### src/rtl/rib_mailbox_pkg.sv
// Shared register map, STATUS layout and word type for the RIB inter-core mailbox.
package rib_mailbox_pkg;

  typedef logic [31:0] word_t;

  localparam logic [7:0] MBOX_A2B_DATA = 8'h00;
  localparam logic [7:0] MBOX_A2B_POP  = 8'h04;
  localparam logic [7:0] MBOX_B2A_DATA = 8'h08;
  localparam logic [7:0] MBOX_B2A_POP  = 8'h0C;
  localparam logic [7:0] MBOX_STATUS   = 8'h10;
  localparam logic [7:0] MBOX_INT_EN   = 8'h14;
  localparam logic [7:0] MBOX_ERR      = 8'h18;

  localparam int unsigned ST_B2A_CNT_LSB = 8;
  localparam int unsigned ST_A2B_EMPTY   = 16;
  localparam int unsigned ST_A2B_FULL    = 17;
  localparam int unsigned ST_B2A_EMPTY   = 18;
  localparam int unsigned ST_B2A_FULL    = 19;

  typedef struct packed {
    logic [7:0] cnt;
    logic       empty;
    logic       full;
  } fifo_stat_t;

  function automatic word_t mbox_status(input fifo_stat_t a2b, input fifo_stat_t b2a);
    word_t s;
    s = '0;
    s[7:0]                          = a2b.cnt;
    s[ST_B2A_CNT_LSB +: 8]          = b2a.cnt;
    s[ST_A2B_EMPTY]                 = a2b.empty;
    s[ST_A2B_FULL]                  = a2b.full;
    s[ST_B2A_EMPTY]                 = b2a.empty;
    s[ST_B2A_FULL]                  = b2a.full;
    return s;
  endfunction

endpackage

### src/rtl/mbox_fifo.sv
// Single-clock word FIFO for the mailbox: registered pointers/count, combinational
// head/empty/full, and one-cycle overflow/underflow indications.
module mbox_fifo
  import rib_mailbox_pkg::*;
#(
  parameter int unsigned DEPTH = 8,
  parameter int unsigned CNT_W = $clog2(DEPTH) + 1
) (
  input  logic             clk,
  input  logic             rst,
  input  logic             i_push,
  input  logic             i_pop,
  input  word_t            i_data,
  output word_t            o_head,
  output logic [CNT_W-1:0] o_count,
  output logic             o_empty,
  output logic             o_full,
  output logic             o_ovf,
  output logic             o_udf
);

  localparam int unsigned PTR_W = $clog2(DEPTH);
  localparam logic [PTR_W-1:0] PTR_ONE = PTR_W'(1);
  localparam logic [CNT_W-1:0] CNT_ONE = CNT_W'(1);

  word_t            r_mem [DEPTH];
  logic [PTR_W-1:0] r_wr_ptr;
  logic [PTR_W-1:0] r_rd_ptr;
  logic [CNT_W-1:0] r_count;
  logic             w_do_push;
  logic             w_do_pop;

  assign o_empty   = (r_count == '0);
  assign o_full    = (r_count == CNT_W'(DEPTH));
  assign o_count   = r_count;
  assign w_do_push = i_push & ~o_full;
  assign w_do_pop  = i_pop & ~o_empty;
  assign o_ovf     = i_push & o_full;
  assign o_udf     = i_pop & o_empty;
  assign o_head    = o_empty ? '0 : r_mem[r_rd_ptr];

  always_ff @(posedge clk) begin
    if (!rst) begin
      r_wr_ptr <= '0;
      r_rd_ptr <= '0;
      r_count  <= '0;
    end else begin
      if (w_do_push) r_wr_ptr <= r_wr_ptr + PTR_ONE;
      if (w_do_pop)  r_rd_ptr <= r_rd_ptr + PTR_ONE;
      case ({w_do_push, w_do_pop})
        2'b10:   r_count <= r_count + CNT_ONE;
        2'b01:   r_count <= r_count - CNT_ONE;
        default: r_count <= r_count;
      endcase
    end
  end

  // Storage is deliberately left out of reset; only pointers define validity.
  always_ff @(posedge clk) begin
    if (w_do_push) r_mem[r_wr_ptr] <= i_data;
  end

endmodule

### src/rtl/rib_mailbox.sv
// RIB slave mailbox with A2B/B2A FIFOs and per-core level interrupts.
// Optional sticky error register at 0x18 when MBOX_ERR_EN is defined.
module rib_mailbox
  import rib_mailbox_pkg::*;
#(
  parameter int unsigned DEPTH = 8,
  parameter int unsigned CNT_W = $clog2(DEPTH) + 1
) (
  input  logic        clk,
  input  logic        rst,
  input  logic        we_i,
  input  logic [31:0] addr_i,
  input  logic [31:0] data_i,
  output logic [31:0] data_o,
  output logic        int_a_o,
  output logic        int_b_o
);

  logic [7:0]       w_off;
  logic             w_wr;
  logic             w_a2b_push, w_a2b_pop, w_b2a_push, w_b2a_pop;
  word_t            w_a2b_head, w_b2a_head;
  logic [CNT_W-1:0] w_a2b_cnt, w_b2a_cnt;
  logic             w_a2b_empty, w_a2b_full, w_b2a_empty, w_b2a_full;
  logic             w_a2b_ovf, w_a2b_udf, w_b2a_ovf, w_b2a_udf;
  word_t            w_err_rd;
  logic [1:0]       r_int_en;
  logic             r_int_a;
  logic             r_int_b;
  logic             w_unused_addr;

  assign w_off         = addr_i[7:0];
  assign w_unused_addr = ^addr_i[31:8];
  assign w_wr          = we_i & rst;
  assign w_a2b_push    = w_wr & (w_off == MBOX_A2B_DATA);
  assign w_a2b_pop     = w_wr & (w_off == MBOX_A2B_POP);
  assign w_b2a_push    = w_wr & (w_off == MBOX_B2A_DATA);
  assign w_b2a_pop     = w_wr & (w_off == MBOX_B2A_POP);

  mbox_fifo #(.DEPTH(DEPTH), .CNT_W(CNT_W)) u_a2b (
    .clk(clk), .rst(rst), .i_push(w_a2b_push), .i_pop(w_a2b_pop), .i_data(data_i),
    .o_head(w_a2b_head), .o_count(w_a2b_cnt), .o_empty(w_a2b_empty), .o_full(w_a2b_full),
    .o_ovf(w_a2b_ovf), .o_udf(w_a2b_udf)
  );

  mbox_fifo #(.DEPTH(DEPTH), .CNT_W(CNT_W)) u_b2a (
    .clk(clk), .rst(rst), .i_push(w_b2a_push), .i_pop(w_b2a_pop), .i_data(data_i),
    .o_head(w_b2a_head), .o_count(w_b2a_cnt), .o_empty(w_b2a_empty), .o_full(w_b2a_full),
    .o_ovf(w_b2a_ovf), .o_udf(w_b2a_udf)
  );

  // Interrupts use the pre-edge enable and occupancy, so they lag the access by one edge.
  always_ff @(posedge clk) begin
    if (!rst) begin
      r_int_en <= '0;
      r_int_a  <= 1'b0;
      r_int_b  <= 1'b0;
    end else begin
      if (w_wr && (w_off == MBOX_INT_EN)) r_int_en <= data_i[1:0];
      r_int_b <= r_int_en[0] & ~w_a2b_empty;
      r_int_a <= r_int_en[1] & ~w_b2a_empty;
    end
  end

  assign int_a_o = r_int_a;
  assign int_b_o = r_int_b;

`ifdef MBOX_ERR_EN
  logic [3:0] r_err;
  logic [3:0] w_err_set;
  logic [3:0] w_err_clr;

  assign w_err_set = {w_b2a_udf, w_b2a_ovf, w_a2b_udf, w_a2b_ovf};
  assign w_err_clr = (w_wr && (w_off == MBOX_ERR)) ? data_i[3:0] : 4'b0000;
  assign w_err_rd  = {28'd0, r_err};

  always_ff @(posedge clk) begin
    if (!rst) r_err <= '0;
    else      r_err <= (r_err & ~w_err_clr) | w_err_set;
  end
`else
  logic w_unused_err;
  assign w_unused_err = w_a2b_ovf ^ w_a2b_udf ^ w_b2a_ovf ^ w_b2a_udf;
  assign w_err_rd     = '0;
`endif

  always_comb begin
    data_o = '0;
    case (w_off)
      MBOX_A2B_DATA: data_o = w_a2b_head;
      MBOX_B2A_DATA: data_o = w_b2a_head;
      MBOX_STATUS:   data_o = mbox_status('{cnt: 8'(w_a2b_cnt), empty: w_a2b_empty, full: w_a2b_full},
                                          '{cnt: 8'(w_b2a_cnt), empty: w_b2a_empty, full: w_b2a_full});
      MBOX_INT_EN:   data_o = {30'd0, r_int_en};
      MBOX_ERR:      data_o = w_err_rd;
      default:       data_o = '0;
    endcase
  end

endmodule

### config.mk
export PLATFORM = sky130hd
export DESIGN_NAME = rib_mailbox
export DESIGN_NICKNAME = d
export VERILOG_FILES = /design/src/rtl/rib_mailbox_pkg.sv /design/src/rtl/mbox_fifo.sv /design/src/rtl/rib_mailbox.sv
export SDC_FILE = /design/constraint.sdc
export NUM_CORES = 1
export LEC_CHECK = 0
export BUFFER_PORTS_ARGS = -buffer_cell sky130_fd_sc_hd__buf_2
export CORE_AREA = 2 2 277 224
export CTS_BUF_LIST = sky130_fd_sc_hd__clkbuf_4 sky130_fd_sc_hd__clkbuf_8
export DETAILED_ROUTE_END_ITERATION = 6
export DIE_AREA = 0 0 279 226
export SLEW_MARGIN = 20
export SYNTH_ARGS = -nofsm -noshare
export SYNTH_HDL_FRONTEND = slang
export SYNTH_SLANG_ARGS = --single-unit
### constraint.sdc
create_clock -name clk -period 5.15 [get_ports clk]
set_clock_uncertainty 0.15 [all_clocks]
set_input_delay 0.7725 -clock clk [delete_from_list [all_inputs] [get_ports clk]]
set_output_delay 0.7725 -clock clk [all_outputs]
set_load 0.005 [all_outputs]
After elaboration in Yosys (flattened, before gate mapping)

Memories as Yosys holds them, arrays and structs flattened. A register that Yosys moved wholly into a read port is not among the register bits.
Cells that the tools add are included.

Bits in latches: 0
Register bits after elaboration: 24
Bits in writable memories: 512
Bits in read-only memories: 0
Memories kept: 2

Bitwise gates (word level): 15
Multipliers: 0
Eq/ne operators: 11
Muxes and demuxes: 13
Div/mod/pow operators: 0
Add/sub/neg operators: 8
Reductions and logical operators: 6
Order comparisons: 0
Shift-type cells: 0

Memories:

| memory      | words | width | rd ports | clocked after memory_dff | write ports | line            | RTL |
|---|---|---|---|---|---|---|---|
| u_a2b.r_mem | 8     | 32    | 1        | 1                        | 1           | mbox_fifo.sv:26 | `word_t r_mem [DEPTH];` |
| u_b2a.r_mem | 8     | 32    | 1        | 1                        | 1           | mbox_fifo.sv:26 |  |

Operators with widths:

| operator            | number |
|---|---|
| $pmux 32 s4         | 1 |
| $mux 32             | 2 |
| $eq 8x4->1 const B  | 2 |
| $eq 8x5->1 const B  | 2 |
| $pmux 4 s2          | 2 |
| $add 3x1->3 const B | 4 |
| $mux 3              | 4 |
| $and 1x1->1         | 11 |
| $add 4x1->4 const B | 2 |
| $eq 4x4->1 const B  | 2 |
| $eq 8x3->1 const B  | 1 |
| $logic_not 4->1     | 2 |
| $logic_not 8->1     | 1 |
| $sub 4x1->4 const B | 2 |
| $eq 2x1->1 const B  | 2 |
| $eq 2x2->1 const B  | 2 |
| $mux 1              | 4 |
| $not 1->1           | 4 |
| $reduce_bool 2->1   | 2 |
| $logic_and 1x1->1   | 1 |

Depth between registers and ports, before layout

Gate-level depths: netlist (run 1).

Depth in word-level cells: 5
Depth in mapped cells: 11
Depth with buffers taken out: 10

Modules after synthesis

Synthesis (run 1) repeated with hierarchy kept, for this count alone.

Cell total of the unflattened synthesis: 1059
Area, all modules: 21599.5 µm²

By module, submodules not included:

| module      | cells each | area an instance (µm²) | instances | sequential area each (µm²) |
|---|---|---|---|---|
| mbox_fifo   | 481        | 10393.7                | 2         | 7947.6 |
| rib_mailbox | 97         | 812.0                  | 1         | 80.1 |

Worst setup path after synthesis (run 1)

OpenSTA, ideal clock, no wires.

Path type: input to register
From: input addr_i[3]
To: memory u_a2b.r_mem[1][0] (netlist bit), enable pin
Arrival time: 4.430 ns
Slack: 0.109 ns
Path buffers: 1
Cell stages on the path: 5
Required time: 4.539 ns
Cells stage by stage: or4_4 or4_1 buf_2 or2_1 nor3_1

Word-level cells in the longest chain between the ends: 5

Ends and longest elaborated chain:

| element                      | line              | RTL |
|---|---|---|
| from (decl)                  | rib_mailbox.sv:12 | `input logic [31:0] addr_i,` |
| $logic_not 8->1              | rib_mailbox.sv:35 | `assign w_a2b_push = w_wr & (w_off == MBOX_A2B_DATA);` |
| $and 1x1->1                  | rib_mailbox.sv:35 |  |
| $and 1x1->1                  | mbox_fifo.sv:36   | `assign w_do_push = i_push & ~o_full;` |
| $mux 1                       | mbox_fifo.sv:60   | `if (w_do_push) r_mem[r_wr_ptr] <= i_data;` |
| $mux 1 (implied by the code) | mbox_fifo.sv:60   |  |
| to (decl)                    | mbox_fifo.sv:26   |  |

No other way between the ends.

==> run_results.csv, run 1 <==
group,metric,value,unit
run_status,status,"completed",
timing,fmax,252,MHz
synth,synth_seq_area_share,76.2,%
clocking,clockBufferDepth,3,
critical_path,path_buf_inv,2,
timing,grt_setup_unrepaired,"false",
critical_path,arrival,3040,ps
drt,wl_met1,20800,um
synth,synth_edf_count,512,
clocking,path_clk_slew,60,ps
drt,drtPass1Iterations,5,
drt,wl,45300,um
worst_hold_path,whs_path_depth,2,
final_layout,area_growth_syn_to_layout,15.5,%
drt,wl_met2,21600,um
worst_hold_path,whs_endpoint,"u_a2b.r_wr_ptr[0]",
critical_path,crit_fanout,44,
final_layout,fin_nets,1207,
critical_path,timing.rr.start,"u_a2b.o_count[1]",
floorplan,die_h,226,um
final_layout,n_antenna_cell,0,
timing,min_period,3960,ps
drt,drc,0,
power_and_ir_drop,power.density,347,nW/um2
synth,synthesis.nets,1062,
synth,ys_types,40,
clocking,cts.repair.resized,0,
power_and_ir_drop,ir_drop,0.252,mV
worst_hold_path,hp-class,"reg -> reg",
floorplan,num_rows,81,
drt,avgRoutedWirePerCell,22.9,um
place,dp_cells,1832,
drt,wl_met3,1960,um
drt,drtIter0Drc,892,
timing,fin_crit_sh,77.0,%
drt,ant_nets,0,
synth,synth.most_common_cell,"edfxtp_1",
timing,hold_viol_final,0,
clocking,cts_buffers,84,
timing,setup_viol,0,
drt,vias,10000,
final_layout,fillers,5343,
synth,mappedNetlistArea,21000,um2
critical_path,critPathRequiredTime,4230,ps
global_route,grt_max_degree,48,
clocking,htreeDepth,3,
clocking,cts_tree,"yes",
synth,synth_seq_cells,542,
floorplan,fp.coreArea,60500,um2
critical_path,rr_endpoint,"u_a2b.r_mem[2][3]",
synth,yosysTopAreaCell,"edfxtp_1",
clocking,cts_root_buf,"clkbuf_8",
timing,tns,0,ps
clocking,hold_buffers,0,
worst_hold_path,hold_path.startpoint,"u_a2b.r_wr_ptr[0]",
timing,maxSlewHeadroom,31.0,%
synth,yosys-top-cells-area,"edfxtp_1, mux4_2, mux2i_1",
floorplan,initial_core_util,34.7,%
critical_path,ff2ff_setup_slack,2040,ps
place,place_hpwl,25600,um
place,io_buffers,76,
critical_path,slowest_delay,880,ps
critical_path,start_kind,"flip-flop",
critical_path,worstPathCellList,"buf_4, mux4_2, mux2i_1, o22ai_1, buf_2",
synth,synth_top_area_share,73.3,%
synth,avgSynthCellArea,21.3,um2
global_route,antenna_found_initial,0,
synth,ys_warn_count,0,
final_layout,instances_no_fill,1982,
critical_path,crit_family,"flip-flops",
critical_path,critPathKind,"reg -> out",
drt,vias_per_cell,5.05,
floorplan,die_area,63100,um2
synth,synth_top_flop_cell,"edfxtp_1",
power_and_ir_drop,power.total,8.40,mW
synth,syn_inst,985,
global_route,grt_pass1_vias,10700,
global_route,gr-usage-all-layers,14.7,%
clocking,clk_latency,640,ps
global_route,grt_pass1_wl,67800,um
clocking,postCtsSetupBuffers,0,
critical_path,critical_path_depth,5,
synth,async_reset_ff_share,0,%
final_layout,drive_above_1_share,33.6,%
power_and_ir_drop,leakage,7.53,nW
clocking,cts.sinks,542,
place,gp_routability_congestion,0.743,
drt,top_layer,"met4",
timing,finalMaxSlewViolations,0,
global_route,grt-ovfl-total,0,
critical_path,rr_worst_depth,5,
flow_run,drv_cap,0,
floorplan,fp.dieW,279,um
timing,worst_pin_slew,1040,ps
floorplan,io_pins,101,
synth,synth_common_cells,"edfxtp_1, mux4_2, mux2i_1",
critical_path,cp-end-kind,"output port",
critical_path,slowest_stage,"dfxtp_4",
[state kept, by name, indices dropped and copies added, names as in the netlist, named ones only]
signal and cells:
u_b2a.r_wr_ptr 3, u_b2a.r_rd_ptr 3, u_a2b.r_rd_ptr 3, int_a_o 1, u_a2b.o_count 4, r_int_en 2, u_b2a.r_mem 256, u_a2b.r_wr_ptr 3
u_a2b.r_mem 256, u_b2a.o_count 4, int_b_o 1
[placed cells by master (no fill, tap or decap), drive strengths merged, types with 7 or more instances in the layout]
master / netlist / final
o21ai: 9 / 9
o22ai: 21 / 21
inv: 7 / 8
xor2: 8 / 8
dfxtp: 30 / 30
nand2: 19 / 19
a21oi: 11 / 11
edfxtp: 512 / 512
buf: 24 / 109
mux4: 128 / 128
ha: 10 / 10
mux2i: 70 / 70
clkinv: 0 / 25
nand2b: 10 / 10
clkbuf: 26 / 119
nand3: 7 / 7
nor2: 34 / 34
[power by group]
group | switching, mW | leakage [nW] | total, mW | internal, mW
registers | 0.000165 | 4.85 | 4.81 | 4.81
logic | 0.0647 | 1.82 | 0.0799 | 0.0152
clock network | 1.61 | 0.863 | 3.51 | 1.90
total | 1.68 | 7.53 | 8.40 | 6.73
[cells by family after synthesis]
logic type | share of synthesized area [%]
AOI/OAI and AO/OA | 1.75
buffers and inverters | 1.09
xor gates and xnor gates | 0.334
adders and majority gates | 0.597
muxes | 17.4
DFF | 76.2
and+or+nand+nor | 2.62
[how the worst max path moves through the flow]
stage | from | to
2_1_floorplan | addr_i[3] | u_a2b.r_mem[1][0]
3_3_place_gp | addr_i[3] | u_a2b.r_mem[4][9]
3_5_place_dp | addr_i[3] | u_a2b.r_mem[2][18]
4_1_cts | flip-flop | data_o[29]
5_1_grt | flip-flop | data_o[29]
6_report | flip-flop | data_o[21]
[through the flow]
step | hold slack, ps | setup WS, ps | utilization, % | cell area [um2]
2_1_floorplan | 304 | 109 | - | 21000
4_1_cts | 271 | 1040 | 40.0 | 24200
3_3_place_gp | 313 | 1150 | 37.3 | 22600
6_report | 330 | 1190 | 40.0 | 24200
5_1_grt | 313 | 958 | 40.0 | 24200
3_5_place_dp | 326 | 1120 | 37.3 | 22600
[worst register-to-register path, cell delays in order, from the launching register on]
cell and delay [ps]:
dfxtp_1 520, nor4b_1 140, or4_1 610, nand2b_1 400, nor2_4 620, buf_4 360
[per-layer routing]
layer | up-vias | global-route usage (%)
met2 | 235 | 23.4
met3 | 65 | 2.95
met4 | 0 | 4.65
met5 | - | 0
li1 | 4417 | -
met1 | 5284 | 20.4
[area by class of cell]
type                    instances  area, um2  share of cell area (%)
flip-flops and latches        542      16000                    66.0
multi-input cells             386       4870                    20.1
clock buffers                 119       1440                    5.94
well taps                     788        986                    4.07
repair buffers                109        703                    2.90
clock inverters                31        196                   0.811
inverters                       7       26.3                   0.109
(Power assumes the default switching activity.)
==> run 2, diff against run 1 <==
clock period = 3.35 ns   (was 5.15 ns; I/O delays follow)
==> run 2 against run 1 <==
Net effect:
- setup slack lost 1100 ps
- sequential power up 54%
- non-clock buffer count rose by 31
- utilization grew 0.86 points
- routed wire length barely moved
- register-to-register slack got worse by 1500 ps
- die area unchanged
- count of clock-buffer cells in the layout is 4 lower
- sequential cell count is the same
- power up 52%
- critical endpoint is now data_o[19]
- highest routed layer unchanged
==> run_results.csv, run 2 (synthesis results as in run 1) <==
group,metric,value,unit
run_status,status,"completed",
clocking,cts_tree,"yes",
final_layout,multi_input_area,4910,um2
timing,fin_crit_sh,96.9,%
final_layout,layout_common_cells,"edfxtp_1, mux4_2, clkbuf_8",
place,gp_routability_congestion,0.732,
clocking,cts.sinks,542,
timing,hold_viol_final,0,
timing,maxSlewHeadroom,49.6,%
global_route,gr-usage-all-layers,14.6,%
final_layout,area_growth_syn_to_layout,18.0,%
clocking,cts_buffers,83,
power_and_ir_drop,power.internal,10.2,mW
drt,ant_nets,0,
final_layout,fillers,5272,
floorplan,num_rows,81,
critical_path,critPathRequiredTime,2700,ps
critical_path,start_kind,"flip-flop",
drt,drtPass1Iterations,5,
critical_path,arrival,2600,ps
power_and_ir_drop,power.density,516,nW/um2
floorplan,die_area,63100,um2
global_route,grt_max_degree,33,
drt,drtIter0Drc,799,
power_and_ir_drop,p_clk_share,41.1,%
drt,vias,10100,
flow_run,drv_cap,0,
critical_path,crit_fanout,7,
clocking,cts_root_buf,"clkbuf_8",
floorplan,die_h,226,um
global_route,grt-ovfl-total,0,
timing,worst_pin_slew,755,ps
floorplan,initial_core_util,34.7,%
place,io_buffers,76,
critical_path,critPathKind,"reg -> out",
global_route,grt_pass1_vias,10800,
timing,tns,0,ps
clocking,clk_latency,650,ps
floorplan,fp.coreArea,60500,um2
power_and_ir_drop,ir_drop,0.238,mV
final_layout,seq_area,16000,um2
floorplan,fp.dieW,279,um
timing,finalMaxSlewViolations,0,
timing,min_period,3250,ps
final_layout,layout_commonest_cell,"edfxtp_1",
final_layout,drive_above_1_share,34.9,%
drt,avgRoutedWirePerCell,22.5,um
power_and_ir_drop,comb_power_share,1.0,%
critical_path,cp-end-kind,"output port",
drt,drc,0,
timing,setup_viol,0,
global_route,antenna_found_initial,2,
worst_hold_path,hp-class,"in -> reg",
clocking,path_clk_slew,60,ps
clocking,htreeDepth,3,
final_layout,reg.largest.list,"u_a2b.r_mem x256, u_b2a.r_mem x256",
place,place_hpwl,26900,um
floorplan,io_pins,101,
final_layout,fin_nets,1237,
clocking,clockBufferDepth,3,
power_and_ir_drop,switchingPower,2.57,mW
timing,grt_setup_unrepaired,"false",
drt,wl,45300,um
timing,fin_hold_ws,70.8,ps
global_route,grt_pass1_wl,67800,um
power_and_ir_drop,seqPwrFrac,57.9,%
timing,fmax,308,MHz
power_and_ir_drop,leakage,7.71,nW
drt,vias_per_cell,5.03,
power_and_ir_drop,switching_share,20.1,%
run 2: changes by cell type in the layout (fill, tap and decap cells not counted), moves of 3 or more:
cell | previous run | this run
buf_6 | 0 | 4
buf_4 | 27 | 31
clkbuf_4 | 32 | 29
buf_12 | 6 | 26
clkinv_1 | 18 | 22
nor3_2 | 4 | 0
nor3_4 | 0 | 4
run 2: final timing paths:
kind,startpoint,endpoint,slack [ps],cells after the start
hold reg to reg,u_a2b.r_rd_ptr[2],flip-flop,340,2
hold / removal,data_i[12],u_b2a.r_mem[4][12],70,1
setup reg to reg,u_b2a.o_count[0],u_b2a.o_count[2],570,9
setup / recovery,u_a2b.o_count[0],data_o[19],100,7
run 2: final cells by class:
class	count	area share, %
sequential	542	64.7
inverter	7	0.106
clock inverter	32	0.698
clock buffer	115	5.67
antenna	2	0.0202
tap	788	3.99
timing repair buffer	140	5.02
multi-input combinational	386	19.8
run 2: power groups by stage:
stage	Sequential [mW]	Combinational, mW	Clock, mW
after floorplan	7.55	0.0156	0
after global placement	7.54	0.120	0
after detailed placement	7.54	0.130	0
after CTS	7.40	0.130	5.40
after global routing	7.39	0.146	5.70
final	7.40	0.129	5.25
run 2: timing repair:
item | CTS | global route
gates resized for setup | 4 | 4
pin swaps | 0 | 1
buffers inserted | 6 | 2
setup endpoints to repair | 29 | 12
endpoints found under the hold margin | 1 | 0
hold buffers | 1 | 0
gates cloned | 0 | 1
run 2: per-layer routing:
layer / up-vias / routed length [um] / global-route usage (%)
met5: - / 0 / 0
met4: 0 / 665 / 3.87
met3: 65 / 2150 / 3.37
met2: 232 / 21500 / 23.0
met1: 5343 / 21000 / 20.6
li1: 4471 / - / -
run 2: worst max-delay path, cell delays in order (launching register included):
cell	delay, ps
dfxtp_1	390
or4_4	580
nand4_1	230
buf_4	170
buf_4	120
o22ai_1	90
a31o_2	230
buf_2	120
run 2: per-stage QoR:
step	util [%]	total power [mW]	area, um2	instances	setup WS (ps)
after floorplan	-	7.56	21000	985	-561
after global placement	38.0	7.66	23000	1853	126
after detailed placement	38.0	7.67	23000	1853	113
after CTS	40.8	12.9	24700	2007	10.5
after global routing	40.9	13.2	24700	2011	0.565
final	40.9	12.8	24700	2012	102
==> run 3, diff against run 2 <==
--- a/config.mk
+++ b/config.mk
@@ -12,2 +12,3 @@
 export DIE_AREA = 0 0 279 226
+export HOLD_SLACK_MARGIN = 0.06
 export SLEW_MARGIN = 20
==> constraint.sdc (replaced) <==
create_clock -name clk -period 3.35 [get_ports clk]
set_clock_uncertainty 0.15 [all_clocks]
set_input_delay 0.335 -clock clk [delete_from_list [all_inputs] [get_ports clk]]
set_output_delay 0.335 -clock clk [all_outputs]
set_load 0.005 [all_outputs]
==> run 3 against run 2 <==
Net effect:
- worst hold slack gained 59 ps
- die area is the same
- non-clock buffer count grew 20
- utilization grew 0.17 points
- sequential cell count is the same
- first-iteration DRC count shrank 14%
- cell area grew 0.42%
- via count grew 1.7%
- critical path type unchanged
- clock power shrank 2%
- routed wire length grew 1.5%
- count of clock-buffer cells in the layout shrank 3
==> run_results.csv, run 3 (synthesis results as in run 1) <==
group,metric,value,unit
run_status,status,"completed",
drt,avgRoutedWirePerCell,22.7,um
floorplan,die_area,63100,um2
timing,fmax,314,MHz
clocking,htreeDepth,3,
global_route,antenna_found_initial,1,
critical_path,start_kind,"flip-flop",
final_layout,instances_no_fill,2025,
timing,min_period,3180,ps
drt,drc,0,
flow_run,drv_cap,0,
timing,maxSlewHeadroom,52.1,%
timing,hold_viol_final,0,
final_layout,area_growth_syn_to_layout,18.5,%
final_layout,drive_above_1_share,32.6,%
power_and_ir_drop,switching_share,19.9,%
critical_path,critPathKind,"reg -> out",
critical_path,cp-end-kind,"output port",
drt,vias,10300,
power_and_ir_drop,power.density,512,nW/um2
power_and_ir_drop,p_clk_share,40.6,%
power_and_ir_drop,ir_drop,0.272,mV
power_and_ir_drop,comb_power_share,1.3,%
drt,top_layer,"met4",
drt,wl,46000,um
floorplan,die_h,226,um
final_layout,fin_nets,1256,
floorplan,num_rows,81,
global_route,grt_max_degree,33,
final_layout,layout_commonest_cell,"edfxtp_1",
floorplan,fp.dieW,279,um
timing,worst_pin_slew,718,ps
final_layout,final_util,41.1,%
global_route,grt-ovfl-total,0,
clocking,clockBufferDepth,3,
power_and_ir_drop,power.internal,10.2,mW
place,place_hpwl,26100,um
clocking,cts_buffers,82,
power_and_ir_drop,seqPwrFrac,58.2,%
critical_path,arrival,2700,ps
floorplan,fp.coreArea,60500,um2
floorplan,io_pins,101,
drt,vias_per_cell,5.08,
critical_path,crit_fanout,22,
clocking,path_clk_slew,60,ps
clocking,clk_latency,630,ps
drt,wl_met2,22000,um
place,gp_routability_congestion,0.725,
timing,fin_crit_sh,95.0,%
clocking,cts.sinks,542,
power_and_ir_drop,leakage,7.74,nW
place,io_buffers,76,
global_route,grt_pass1_vias,10800,
clocking,cts_tree,"yes",
floorplan,initial_core_util,34.7,%
timing,grt_setup_unrepaired,"false",
global_route,grt_pass1_wl,68600,um
worst_hold_path,hp-class,"in -> reg",
power_and_ir_drop,switchingPower,2.53,mW
timing,finalMaxSlewViolations,0,
drt,wl_met3,2370,um
final_layout,fillers,5335,
drt,drtPass1Iterations,5,
clocking,cts_root_buf,"clkbuf_8",
final_layout,reg.largest.list,"u_a2b.r_mem x256, u_b2a.r_mem x256",
timing,setup_viol,0,
global_route,gr-usage-all-layers,14.8,%
critical_path,critPathRequiredTime,2860,ps
place,dp_cells,1844,
drt,drtIter0Drc,688,
final_layout,layout_common_cells,"edfxtp_1, mux4_2, clkbuf_8",
drt,ant_nets,0,
drt,wl_met1,20900,um
==> run 3: cell type report <==
class | count | area (um2) | share of cell area, %
Clock inverter | 29 | 148 | 0.594
Tap cell | 788 | 986 | 3.97
Clock buffer | 112 | 1390 | 5.58
Antenna cell | 1 | 2.50 | 0.0101
Sequential cell | 542 | 16000 | 64.4
Inverter | 7 | 26.3 | 0.106
Multi-Input combinational cell | 386 | 4900 | 19.7
Timing Repair Buffer | 160 | 1400 | 5.65
==> run 3: final timing paths <==
path / from / depth (start not counted) / endpoint / slack, ps
setup / recovery: flip-flop / 5 / data_o[11] / 170
hold / removal: addr_i[4] / 5 / r_int_en[0] / 130
setup reg to reg: u_a2b.o_count[0] / 10 / u_a2b.o_count[2] / 430
hold reg to reg: u_a2b.r_rd_ptr[2] / 2 / flip-flop / 330
==> run 3: per-layer routing <==
layer	global-route usage [%]	vias to the layer above
met4	4.09	0
met2	23.9	266
met3	3.18	77
li1	-	4520
met5	0	-
met1	20.4	5424
==> run 3: critical path, cell delays in order (launching register included) <==
cell and delay [ps]:
dfxtp_4 710, mux4_2 580, mux2_2 310, nand2_1 90, o211ai_1 170, buf_2 180
==> run 3: power by group through the flow <==
stage               registers, mW  logic (mW)  clock network (mW)
floorplan                    7.55      0.0156                   0
global placement             7.54       0.118                   0
detailed placement           7.54       0.128                   0
CTS                          7.40       0.164                5.33
global route                 7.39       0.181                5.60
finish                       7.40       0.163                5.16
==> run 3: through the flow <==
stage / total power [mW] / setup slack [ps] / TNS [ps] / hold slack (ps) / cell area (um2)
after floorplan: 7.56 / -415 / -75800 / 284 / 21000
after global placement: 7.66 / 192 / 0 / 321 / 22900
after detailed placement: 7.67 / 181 / 0 / 330 / 22900
after CTS: 12.9 / 14.3 / 0 / 61.5 / 24800
after global routing: 13.2 / 16.2 / 0 / 119 / 24800
final: 12.7 / 169 / 0 / 130 / 24800
==> run 3: what timing repair did <==
item,in CTS,in global routing
pin swaps,1,0
resized for setup,0,1
setup endpoints to repair,15,4
endpoints found under the hold margin,521,0
cloned,0,0
hold buffers,37,0
buffers inserted,1,1
